File: config.mk
export PLATFORM = sky130hd
export DESIGN_NAME = leading_one_pipe
export DESIGN_NICKNAME = d
export VERILOG_FILES = /design/src/rtl/leading_one_pipe_pkg.sv /design/src/rtl/leading_one_pipe_lod_group.sv /design/src/rtl/leading_one_pipe.sv
export SDC_FILE = /design/constraint.sdc
export NUM_CORES = 1
export LEC_CHECK = 0
export ABC_CLOCK_PERIOD_IN_PS = 1300
export BUFFER_PORTS_ARGS = -buffer_cell sky130_fd_sc_hd__buf_2
export CORE_MARGIN = 3
export CORE_UTILIZATION = 40
export CTS_CLUSTER_SIZE = 30
export DETAILED_ROUTE_END_ITERATION = 10
export HOLD_SLACK_MARGIN = 0.1
export PLACE_DENSITY = 0.63
export SKIP_CTS_REPAIR_TIMING = 1
export SYNTH_ARGS = -nofsm -noshare
export SYNTH_HDL_FRONTEND = slang
export SYNTH_SLANG_ARGS = --single-unit
File: constraint.sdc
create_clock -name clk -period 1.3 [get_ports clk]
set_input_delay 0.065 -clock clk [delete_from_list [all_inputs] [get_ports clk]]
set_output_delay 0.065 -clock clk [all_outputs]
set_load 0.03 [all_outputs]
File: src/rtl/leading_one_pipe_pkg.sv
// Shared constants and elaboration helpers for the pipelined leading-one detector.
package leading_one_pkg;

    localparam logic MODE_LEAD  = 1'b0;
    localparam logic MODE_TRAIL = 1'b1;

    function automatic int clog2(input int v);
        int r;
        r = 0;
        while ((1 << r) < v) r++;
        return r;
    endfunction

    function automatic int idx_w(input int width);
        return clog2(width) + 1;
    endfunction

    function automatic int num_groups(input int width, input int group);
        return (width + group - 1) / group;
    endfunction

endpackage

File: src/rtl/leading_one_pipe_lod_group.sv
// Combinational GROUP-bit priority encoder; mode picks MSB-first or LSB-first.
module lod_group
    import leading_one_pkg::*;
#(
    parameter int GROUP = 8,
    parameter int LIW   = clog2(GROUP)
) (
    input  logic [GROUP-1:0] data,
    input  logic             mode,
    output logic             hit,
    output logic [LIW-1:0]   idx
);

    always_comb begin
        hit = |data;
        idx = '0;
        // Last match in scan order wins, so scan away from the wanted end.
        if (mode == MODE_LEAD) begin
            for (int i = 0; i < GROUP; i++) begin
                if (data[i]) idx = LIW'(i);
            end
        end else begin
            for (int i = GROUP - 1; i >= 0; i--) begin
                if (data[i]) idx = LIW'(i);
            end
        end
    end

endmodule

File: src/rtl/leading_one_pipe.sv
// Two-stage pipelined leading/trailing-one detector with valid/ready on both sides.
module leading_one_pipe
    import leading_one_pkg::*;
#(
    parameter int WIDTH = 32,
    parameter int GROUP = 8,
    parameter int IDX_W = idx_w(WIDTH)
) (
    input  logic             clk,
    input  logic             rst,
    input  logic             in_valid,
    output logic             in_ready,
    input  logic [WIDTH-1:0] in_data,
    input  logic             in_mode,
    output logic             out_valid,
    input  logic             out_ready,
    output logic [IDX_W-1:0] out_index,
    output logic             out_zero,
    output logic             out_mode
);

    localparam int NG  = num_groups(WIDTH, GROUP);
    localparam int LIW = clog2(GROUP);
    localparam int UW  = IDX_W - 1;
    localparam int PW  = NG * GROUP;

    logic [PW-1:0]           pad;
    logic [NG-1:0]           grp_hit;
    logic [NG-1:0][LIW-1:0]  grp_idx;

    logic                    s1_valid_q, s1_valid_d;
    logic [NG-1:0]           s1_hit_q, s1_hit_d;
    logic [NG-1:0][LIW-1:0]  s1_lidx_q, s1_lidx_d;
    logic                    s1_mode_q, s1_mode_d;

    logic                    out_valid_q, out_valid_d;
    logic [IDX_W-1:0]        out_index_q, out_index_d;
    logic                    out_zero_q, out_zero_d;
    logic                    out_mode_q, out_mode_d;

    logic                    s2_adv, s1_adv, in_fire;
    logic                    found;
    logic [UW-1:0]           base;

    always_comb begin
        pad = '0;
        pad[WIDTH-1:0] = in_data;
    end

    for (genvar g = 0; g < NG; g++) begin : g_grp
        lod_group #(
            .GROUP (GROUP),
            .LIW   (LIW)
        ) u_grp (
            .data  (pad[g*GROUP +: GROUP]),
            .mode  (in_mode),
            .hit   (grp_hit[g]),
            .idx   (grp_idx[g])
        );
    end

    always_comb begin
        s2_adv   = !out_valid_q | out_ready;
        s1_adv   = !s1_valid_q | s2_adv;
        in_ready = s1_adv;
        in_fire  = in_valid & s1_adv;
    end

    // Group selector: last hit in scan order wins, as in lod_group.
    always_comb begin
        found = 1'b0;
        base  = '0;
        if (s1_mode_q == MODE_LEAD) begin
            for (int g = 0; g < NG; g++) begin
                if (s1_hit_q[g]) begin
                    found = 1'b1;
                    base  = UW'(g * GROUP) + UW'(s1_lidx_q[g]);
                end
            end
        end else begin
            for (int g = NG - 1; g >= 0; g--) begin
                if (s1_hit_q[g]) begin
                    found = 1'b1;
                    base  = UW'(g * GROUP) + UW'(s1_lidx_q[g]);
                end
            end
        end
    end

    always_comb begin
        s1_valid_d  = s1_valid_q;
        s1_hit_d    = s1_hit_q;
        s1_lidx_d   = s1_lidx_q;
        s1_mode_d   = s1_mode_q;
        out_valid_d = out_valid_q;
        out_index_d = out_index_q;
        out_zero_d  = out_zero_q;
        out_mode_d  = out_mode_q;
        if (s1_adv) s1_valid_d = in_valid;
        if (in_fire) begin
            s1_hit_d  = grp_hit;
            s1_lidx_d = grp_idx;
            s1_mode_d = in_mode;
        end
        if (s2_adv) out_valid_d = s1_valid_q;
        if (s2_adv && s1_valid_q) begin
            out_index_d = found ? {1'b0, base} : '1;
            out_zero_d  = !found;
            out_mode_d  = s1_mode_q;
        end
    end

    always_ff @(posedge clk or posedge rst) begin
        if (rst) begin
            s1_valid_q  <= 1'b0;
            s1_hit_q    <= '0;
            s1_lidx_q   <= '0;
            s1_mode_q   <= 1'b0;
            out_valid_q <= 1'b0;
            out_index_q <= '0;
            out_zero_q  <= 1'b0;
            out_mode_q  <= 1'b0;
        end else begin
            s1_valid_q  <= s1_valid_d;
            s1_hit_q    <= s1_hit_d;
            s1_lidx_q   <= s1_lidx_d;
            s1_mode_q   <= s1_mode_d;
            out_valid_q <= out_valid_d;
            out_index_q <= out_index_d;
            out_zero_q  <= out_zero_d;
            out_mode_q  <= out_mode_d;
        end
    end

    assign out_valid = out_valid_q;
    assign out_index = out_index_q;
    assign out_zero  = out_zero_q;
    assign out_mode  = out_mode_q;

endmodule

==> impl_results.md, run 1 <==
- Min-Delay Path Depth: 4
- Share of layout cells above drive strength 1: 0.341
- P_leak: 1.11 nW
- Clk slew on worst S/H paths: 90 ps
- Slew @ Worst Pin: a little under 600 ps
- First-pass GRT wire length: 7.09 mm
- Area growth from synthesis to layout: 40.7%
- Mapped Area: 0.00169 mm2
- Number of flops mapped to enable cells by yosys: 0
- Met1 wire length: 2.14 mm
- Synth async-reset ratio: 1.00
- Met3 wire length: 160 um
- TritonCTS clock tree: done
- Hold Slack: 170 ps
- Nets: 311
- Clock buffer depth: 2
- Reg2Reg Depth: 4
- Synthesized instance count: just over 200
- DRT iter0 DRCs: 85
- Synth area leaders: dfrtp_1 (39%), a21oi_1 (6.8%), nor2_1 (5.3%)
- Die Height: 70.9 um
- Antenna cells: 0
- HPWL Detailed: 3.24 mm
- Yosys warns: 0
- IO buf count: 46
- Dpl cells: 311
- Routed wire length: 4.53 mm
- Die area: 0.00503 mm2
- Critical path required time: about 1500 ps
- Number of global-route vias before repair: 1561
- Final estimated routing congestion in global placement: 0.800
- Clock root buffer: clkbuf_8
- Failing checks: setup timing
- Hold path endpoint: s1_lidx_q[6]$_DFFE_PP0P_
- Synth Flop Type: dfrtp_1
- Worst Skew: 9.27 ps
- Ports: 47
- CP endpoint kind: flop
- Total number of vias: 1798
- Layout Cells excl Fill: 321
- CP startpoint kind: flop
- DP Worst Slack: -28.6 ps
- DRC Markers: 0
- Number of fill cells: 349
- Vias/cell: 5.60
- Top-area cell type share of the netlist area: 0.386
- H-tree levels: 1
- Synth area leader: dfrtp_1
- Critical path data arrival time: 1540 ps
- Final Hold Fails: 0
- Core area: 0.00385 mm2
- Post-route ant nets: 0
- Run status: complete, but fails checks
- Setup Viol. Count Final: 4
- Grt total ovfl: 0
- Max-Cap Viols: 0
- Initial antenna violation count: 0
- FMAX: 744 MHz
- Crit path kind: reg2reg
- R2r setup slk: -40 ps
- Overall Power: 2.40 mW
- Clock buffer count from CTS: 3
- Synth Register Bits: 26
- Max VDD drop: about 0.00044 V
- Average size of a mapped cell: roughly 8 um2
- Share of the core filled with cells: 0.616
- Total power divided by cell area: around 1000 mW/mm2
- Clk sink count: 26
- WL/cell: 14.1 um
- Final period util: 1.03
- Unrepaired setup endpoints after global routing: true
- Fin. max-slew vios: 0
- Total Routing Usage GR: 0.170
- # rows: 22
- Die X: slightly above 70 um
- HP Class: in2reg
- Crit Reg-Reg Startpoint: s1_hit_q[1]$_DFFE_PP0P_
- Clk_lat worst skew: 270 ps
- Drt first pass iters: 4
- HP Start: in_data[23]
- Mapped Nets: roughly 240
- Highest routed layer: met4
- Worst-path fanout max: 3
- Met2 WL post-DR: 2.18 mm
- Largest net degree at the start of global routing: 27
- Unique cell type count in the Yosys netlist: 30
- Initial Utilization: 0.438
- Worst reg2reg path endpoint: out_index[2]$_DFFE_PP0P_
- Post-synthesis sequential area ratio: 0.386
- Final WS setup: -43.9 ps
- Max_slew headroom: 0.603
- Minimum clock period after layout: 1340 ps
==> stage by stage <==
stage | setup TNS [ps] | cell area (um2)
6_report | -117 | 2370
5_1_grt | -972 | 2370
4_1_cts | -268 | 2160
3_5_place_dp | -74.1 | 2110
3_3_place_gp | -104 | 2110
2_1_floorplan | -3580 | 1720
==> registers in the layout, summed over array words and instances (netlist names) <==
| name | count |
|---|---|
| s1_lidx_q | 12 |
| out_index | 6 |
| s1_hit_q | 4 |
| out_mode | 1 |
| out_valid | 1 |
| s1_mode_q | 1 |
| s1_valid_q | 1 |
==> worst max-delay path: stages (launching register included) <==
cell and delay [ps]:
dfrtp_1 400, or4_4 560, nand2_2 110, a221oi_1 50
a21oi_1 150
==> placed cells by master (no fill, tap or decap), types with 5 or more instances in the layout <==
cell      count
buf_2        45
dfrtp_1      25
nor2_1       23
a21oi_1      23
buf_4        19
nand2_1      17
inv_1        16
a21o_1       11
o21ai_0      10
o31ai_1       8
a221oi_2      5
o22ai_1       5
==> power breakdown <==
group          internal (mW)  switching [mW]
logic                  0.401           0.507
registers              0.936          0.0969
clock network          0.219           0.240
total                   1.56           0.844
==> cells in the mapped netlist, drive strengths merged, types with 4 or more instances <==
cell	number
a2111oi	5
a211oi	4
a21o	11
a21oi	23
a221o	4
a221oi	9
buf	8
dfrtp	26
inv	16
nand2	19
nand2b	4
nand3	4
nand3b	4
nor2	24
nor2b	4
nor4	4
o21ai	12
o22ai	5
o31ai	8
==> cell families after synthesis <==
family / Yosys count / synth area share
and+or+nand+nor: 66 / 0.188
DFF: 26 / 0.386
muxes: 1 / 0.00668
buffers and inverters: 26 / 0.0668
AOI/OAI and AO/OA: 88 / 0.353
==> worst max-delay path by stage <==
stage                            start                        to  slack [ps]  cells after the start
2_1_floorplan    out_valid$_DFFE_PP0P_  s1_lidx_q[0]$_DFFE_PP0P_        -250                      4
3_3_place_gp     out_valid$_DFFE_PP0P_  s1_lidx_q[0]$_DFFE_PP0P_         -30                      5
3_5_place_dp   s1_hit_q[1]$_DFFE_PP0P_  out_index[2]$_DFFE_PP0P_         -30                      5
4_1_cts        s1_hit_q[1]$_DFFE_PP0P_  out_index[2]$_DFFE_PP0P_         -70                      5
5_1_grt        s1_hit_q[2]$_DFFE_PP0P_  out_index[0]$_DFFE_PP0P_        -110                      5
6_report       s1_hit_q[1]$_DFFE_PP0P_  out_index[2]$_DFFE_PP0P_         -40                      4
==> layout make-up <==
type / instances / area (um2) / area share
multi-input combinational: 155 / 1060 / 0.447
sequential: 26 / 652 / 0.275
timing repair buffer: 72 / 495 / 0.209
inverter: 16 / 60.1 / 0.0253
tap: 48 / 60.1 / 0.0253
clock buffer: 4 / 45.0 / 0.0190
==> per-layer routing <==
metal / GRT usage / up-vias
li1: - / 904
met1: 0.244 / 845
met2: 0.273 / 45
met3: 0.0142 / 4
met4: 0.0501 / 0
met5: 0 / -
(Power assumes the default switching activity.)
==> run 2: changes to the inputs <==
- ABC_AREA: default -> 1
==> impl_results.md, run 2 <==
- Ports: 47 (unchanged)
- Die Height: 73.2 um (+3.2%)
- Core area: 0.00417 mm2 (+8.3%)
- Top-area cell type share of the netlist area: 0.360 (-0.0256)
- Antenna cells: 0 (unchanged)
- Post-route ant nets: 0 (unchanged)
- DRC Markers: 0 (unchanged)
- Setup tns final: 0 ps (+117 ps)
- Clock buffer count from CTS: 3 (unchanged)
- Commonest non-fill, non-tap cells in the layout: nand2_1 (135), buf_2 (46), inv_1 (41), dfrtp_1 (21)
- CP startpoint kind: flop
- Total Routing Usage GR: 0.166 (-0.00406)
- Share of layout cells above drive strength 1: 0.210 (-0.131)
- Crit Reg-Reg Startpoint: s1_valid_q$_DFFE_PP0N_
- Run status: completed
- Mapped Area: 0.00181 mm2 (+7.1%)
- CP cell instances: nand3_4 > dlygate4sd3_1 > nand2_1
- Yosys warns: 0 (unchanged)
- Nets: 386 (+24%)
- WL/cell: 10.6 um (-25%)
- Synth Register Bits: 26 (unchanged)
- # rows: 23 (+4.5%)
- CP delay by family, top: buffers and inverters
- Most used routing layer: met2
- Die area: 0.00536 mm2 (+6.5%)
- Initial Utilization: 0.433 (-0.00468)
- Synthesized instance count: 294 (+42%)
- Clk_lat worst skew: 270 ps (about the same)
- Crit path kind: reg2reg
- Overall Power: 2.60 mW (+8.2%)
- Clock buffer depth: 2 (unchanged)
- Max stage delay on crit path: 560 ps (about the same)
- Area growth from synthesis to layout: 22.8%
- P_leak: 1.29 nW (+17%)
- H-tree levels: 1 (unchanged)
- Synth area leader: dfrtp_1
- Average size of a mapped cell: 6.15 um2 (-25%)
- Worst Skew: 5.26 ps (-4.01 ps)
- Commonest cells in the synthesized netlist: nand2_1 (135), inv_1 (41), dfrtp_1 (26)
- Critical path data arrival time: 1420 ps (-120 ps)
- HPWL Detailed: 3.37 mm (+4.0%)
- Fin. max-slew vios: 0 (unchanged)
- Post-synthesis sequential area ratio: 0.360 (-0.0256)
- Largest net degree at the start of global routing: 27 (unchanged)
- Met1 usage: 0.222 (-0.0225)
- Slew @ Worst Pin: 329 ps (-261 ps)
- Crit-path slowest cell: dlygate4sd3_1
- Minimum clock period after layout: 1250 ps (-89.6 ps)
- Mapped Nets: 331 (+36%)
- Synth async-reset ratio: 1.00 (unchanged)
- Final estimated routing congestion in global placement: 0.911 (+14%)
- Initial antenna violation count: 0 (unchanged)
- DRT iter0 DRCs: 78 (-8.2%)
- Biggest register: s1_lidx_q
- Met3 GRT Util: 0.0193 (+0.00508)
- Grt total ovfl: 0 (unchanged)
- Max-Cap Viols: 0 (unchanged)
- Buffers & Inverters on Critical Path: 1 (+1)
- First-pass GRT wire length: 7.08 mm (-0.20%)
- Commonest non-fill, non-tap cell in the layout: nand2_1
- Critical path required time: 1460 ps (-30 ps)
- Routed wire length: 4.20 mm (-7.2%)
- Most frequent cell after synthesis: nand2_1
- Total power divided by cell area: 1170 mW/mm2 (+16%)
- Max_slew headroom: 0.781 (+0.178)
- Final period util: 0.965 (-0.0689)
- Die X: 73.2 um (+3.2%)
- Number of flip-flops under the largest register name: 12 (unchanged)
- CP endpoint kind: flop
- Worst-path fanout max: 3 (unchanged)
- Number of global-route vias before repair: 1688 (+8.1%)
- Total number of vias: 1845 (+2.6%)
- Synth Flop Type: dfrtp_1
- Vias/cell: 4.64 (-17%)
- HP Class: in2reg
- HP Start: in_data[24]
- TritonCTS clock tree: done
- Synth area leaders: dfrtp_1 (36%), nand2_1 (28%), inv_1 (8.5%)
- FMAX: 797 MHz (+7.1%)
- Unique cell type count in the Yosys netlist: 23 (-23%)
- Setup crit start: s1_valid_q$_DFFE_PP0N_
- IO buf count: 46 (unchanged)
- Final Hold Fails: 0 (unchanged)
- Number of flops mapped to enable cells by yosys: 0 (unchanged)
- Clk sink count: 26 (unchanged)
- Setup Viol. Count Final: 0 (-4)
- Clock root buffer: clkbuf_8
- Max VDD drop: 0.000432 V (-2.1%)
- Clk slew on worst S/H paths: 90 ps (about the same)
- Drt first pass iters: 4 (unchanged)
- Global routing usage on met2: 0.271 (-0.00181)
[run 2: cell count changes in the layout (fill, tap and decap cells not counted), sizes merged, moves of 8 or more]
cell | before | now
o21ai | 12 | 22
nand2 | 19 | 137
nor2 | 24 | 14
o31ai | 8 | 0
a21oi | 23 | 5
nand3 | 4 | 21
inv | 16 | 42
a221oi | 9 | 0
buf | 68 | 56
a21o | 11 | 0
[run 2: worst register-to-register path, cell delays in order, from the launching register on]
cell	delay, ps
dfrtp_1	420
nand3_4	120
dlygate4sd3_1	560
nand2_1	50
[run 2: stage by stage]
step	area [um2]	std cells	setup slack (ps)	hold WS (ps)	util
4_1_cts	2160	394	32.7	-160	0.518
2_1_floorplan	1820	294	71.7	105	-
6_report	2220	398	45.7	88.6	0.532
3_3_place_gp	2120	390	103	134	0.508
3_5_place_dp	2120	390	63.1	138	0.508
5_1_grt	2220	398	-11.1	104	0.532
[run 2: cell families after synthesis]
logic type / after synthesis / synth area share
AND/OR/NAND/NOR: 182 / 0.411
AO/OA/AOI/OAI: 36 / 0.114
flip-flops: 26 / 0.360
buffers and inverters: 50 / 0.115
[run 2: worst paths after layout]
| check | to | slack (ps) | depth (start not counted) |
|---|---|---|---|
| max in group asynchronous | s1_hit_q[1]$_DFFE_PP0P_ | 650 | 4 |
| max reg2reg | s1_valid_q$_DFFE_PP0N_ | 50 | 3 |
| max | s1_valid_q$_DFFE_PP0N_ | 50 | 3 |
| min in group asynchronous | out_valid$_DFFE_PP0P_ | 380 | 4 |
| min reg2reg | out_index[4]$_DFFE_PP0P_ | 480 | 2 |
| min | s1_lidx_q[9]$_DFFE_PP0P_ | 90 | 4 |
[run 2: power by group]
group / internal [mW] / switching, mW
clock: 0.219 / 0.240
combinational: 0.382 / 0.638
sequential: 0.983 / 0.134
[run 2: layout make-up]
type,instances,area (um2)
fillers,431,1950
multi-input cells,218,971
flip-flops and latches,26,657
repair buffers,58,325
inverters,42,158
well taps,50,62.6
clock buffers,4,45.0
[run 2: per-layer routing]
metal,up-vias,routed length [um]
li1,1014,-
met1,785,2030
met2,39,1920
met3,7,167
met4,0,87
met5,-,0
==> run 3: changes to the inputs <==
- SETUP_SLACK_MARGIN: default -> 0.15
==> impl_results.md, run 3 (same netlist as run 2, synthesis figures left out) <==
- Setup Viol. Count Final: 0 (unchanged)
- Total power divided by cell area: 1250 mW/mm2 (+6.5%)
- Crit path kind: reg2out
- Clk_lat worst skew: 270 ps (about the same)
- Most used routing layer: met2
- WL/cell: 10.9 um (+3.1%)
- Die X: 73.2 um (unchanged)
- Share of layout cells above drive strength 1: 0.241 (+0.0309)
- Routed wire length: 4.35 mm (+3.4%)
- CP delay by family, top: flip-flops
- Global routing usage on met2: 0.278 (+0.00695)
- Vias/cell: 4.82 (+4.1%)
- Worst Skew: 4.19 ps (-1.07 ps)
- Area growth from synthesis to layout: 28.3%
- CP cell instances: nand3_4 > buf_2
- IO buf count: 46 (unchanged)
- Total number of vias: 1925 (+4.3%)
- CP endpoint kind: output port
- Initial Utilization: 0.433 (unchanged)
- Placement Cell Area: 0.00210 mm2 (-0.71%)
- Min-Delay Path Depth: 4 (unchanged)
- Max_slew headroom: 0.785 (+0.00397)
- Largest net degree at the start of global routing: 27 (unchanged)
- Antenna cells: 0 (unchanged)
- Clock root buffer: clkbuf_8
- Overall Power: 2.89 mW (+11%)
- Ports: 47 (unchanged)
- Drt first pass iters: 4 (unchanged)
- Number of flip-flops under the largest register name: 12 (unchanged)
- HP Class: in2reg
- Clock buffer depth: 2 (unchanged)
- Clock buffer count from CTS: 3 (unchanged)
- Max stage delay on crit path: 440 ps (-120 ps)
- Nets: 387 (+0.26%)
- Seq. cell area: 657 um2 (unchanged)
- Worst path depth: 2 (-1)
- Crit-path slowest cell: dfrtp_1
- # rows: 23 (unchanged)
- Max VDD drop: 0.000639 V (+48%)
- Final period util: 0.912 (-0.0527)
- Fin. max-slew vios: 0 (unchanged)
- DRC Markers: 0 (unchanged)
- Critical path data arrival time: 1120 ps (-300 ps)
- Post-route ant nets: 0 (unchanged)
- Met1 usage: 0.243 (+0.0212)
- Total Routing Usage GR: 0.172 (+0.00597)
- Run status: completed
- Die area: 0.00536 mm2 (unchanged)
- H-tree levels: 1 (unchanged)
- Unrepaired setup endpoints after global routing: true
- Met3 GRT Util: 0.0179 (-0.00138)
- P_leak: 1.32 nW (+2.2%)
- Buffers & Inverters on Critical Path: 1 (unchanged)
- Worst-path fanout max: 4 (+1)
- Initial antenna violation count: 0 (unchanged)
- Biggest register: s1_lidx_q
- Clk sink count: 26 (unchanged)
- Clk slew on worst S/H paths: 90 ps (about the same)
- Final Hold Fails: 0 (unchanged)
- Critical path required time: 1240 ps (-220 ps)
- Commonest non-fill, non-tap cell in the layout: nand2_1
- Commonest non-fill, non-tap cells in the layout: nand2_1 (130), buf_2 (46), inv_1 (39), dfrtp_1 (21), nand3_1 (20)
- CP startpoint kind: flop
- DRT iter0 DRCs: 110 (+41%)
- Grt total ovfl: 0 (unchanged)
- Number of fill cells: 422 (-2.1%)
- Footprint of the multi-input gates: 0.00104 mm2 (+7.1%)
- FMAX: 843 MHz (+5.8%)
- Core area: 0.00417 mm2 (unchanged)
- First-pass GRT wire length: 7.42 mm (+4.9%)
- Max-Cap Viols: 0 (unchanged)
- Slew @ Worst Pin: 323 ps (-5.95 ps)
- Number of global-route vias before repair: 1731 (+2.5%)
- Minimum clock period after layout: 1190 ps (-68.5 ps)
- TritonCTS clock tree: done
- Die Height: 73.2 um (unchanged)
- Fin area: 0.00232 mm2 (+4.5%)
- Reg2Reg Depth: 8 (+5)
- HPWL Detailed: 3.15 mm (-6.5%)
- Final estimated routing congestion in global placement: 0.858 (-5.8%)
## run 3: changes by cell type in the layout (fill, tap and decap cells not counted), moves of 2 or more
cell and change:
nand2_8 +2, buf_4 -3, buf_6 +3, o21ai_0 -4
nand2_1 -5, nand2_2 +4, inv_1 -2, o21ai_1 +4
## run 3: path summary, 6_finish.rpt
kind	from	endpoint	slack, ps
setup / recovery	s1_valid_q$_DFFE_PP0N_	in_ready	110
hold / removal	in_data[8]	s1_lidx_q[3]$_DFFE_PP0P_	70
setup reg to reg	s1_hit_q[3]$_DFFE_PP0P_	out_index[0]$_DFFE_PP0P_	140
hold reg to reg	out_index[4]$_DFFE_PP0P_	out_index[4]$_DFFE_PP0P_	480
max in group asynchronous	rst	s1_hit_q[0]$_DFFE_PP0P_	660
min in group asynchronous	rst	out_index[4]$_DFFE_PP0P_	380
## run 3: worst reg2reg max path, cell delays in order (launching register included)
cell,delay (ps)
dfrtp_2,460
buf_6,140
nand2_1,70
o21a_1,130
nand2_1,50
nand2_1,50
nand3_1,60
nand2_1,70
inv_1,30
## run 3: metrics by stage
stage	hold slack (ps)	utilization	worst slack, ps	setup TNS [ps]	std cells
floorplan	105	-	105	0	294
global placement	141	0.504	63.1	0	386
detailed placement	142	0.504	16.1	0	386
CTS	-158	0.521	-7.88	-20.7	390
global route	108	0.555	28.7	0	399
finish	74.3	0.555	114	0	399
## run 3: where the power goes
part	internal [mW]	switching, mW	total, mW
Combinational	0.413	0.682	1.09
Sequential	0.983	0.137	1.12
Clock	0.412	0.262	0.674
## run 3: layout make-up
type | count | area share
clock buffers | 3 | 0.0178
well taps | 50 | 0.0270
repair buffers | 57 | 0.141
clock inverters | 1 | 0.0130
inverters | 42 | 0.0691
flip-flops and latches | 26 | 0.283
multi-input cells | 220 | 0.449
## run 3: layer usage
layer | wire length, um | part of all wire
met1 | 2090 | 0.48
met2 | 1950 | 0.45
met3 | 248 | 0.057
met4 | 53 | 0.012
met5 | 0 | 0
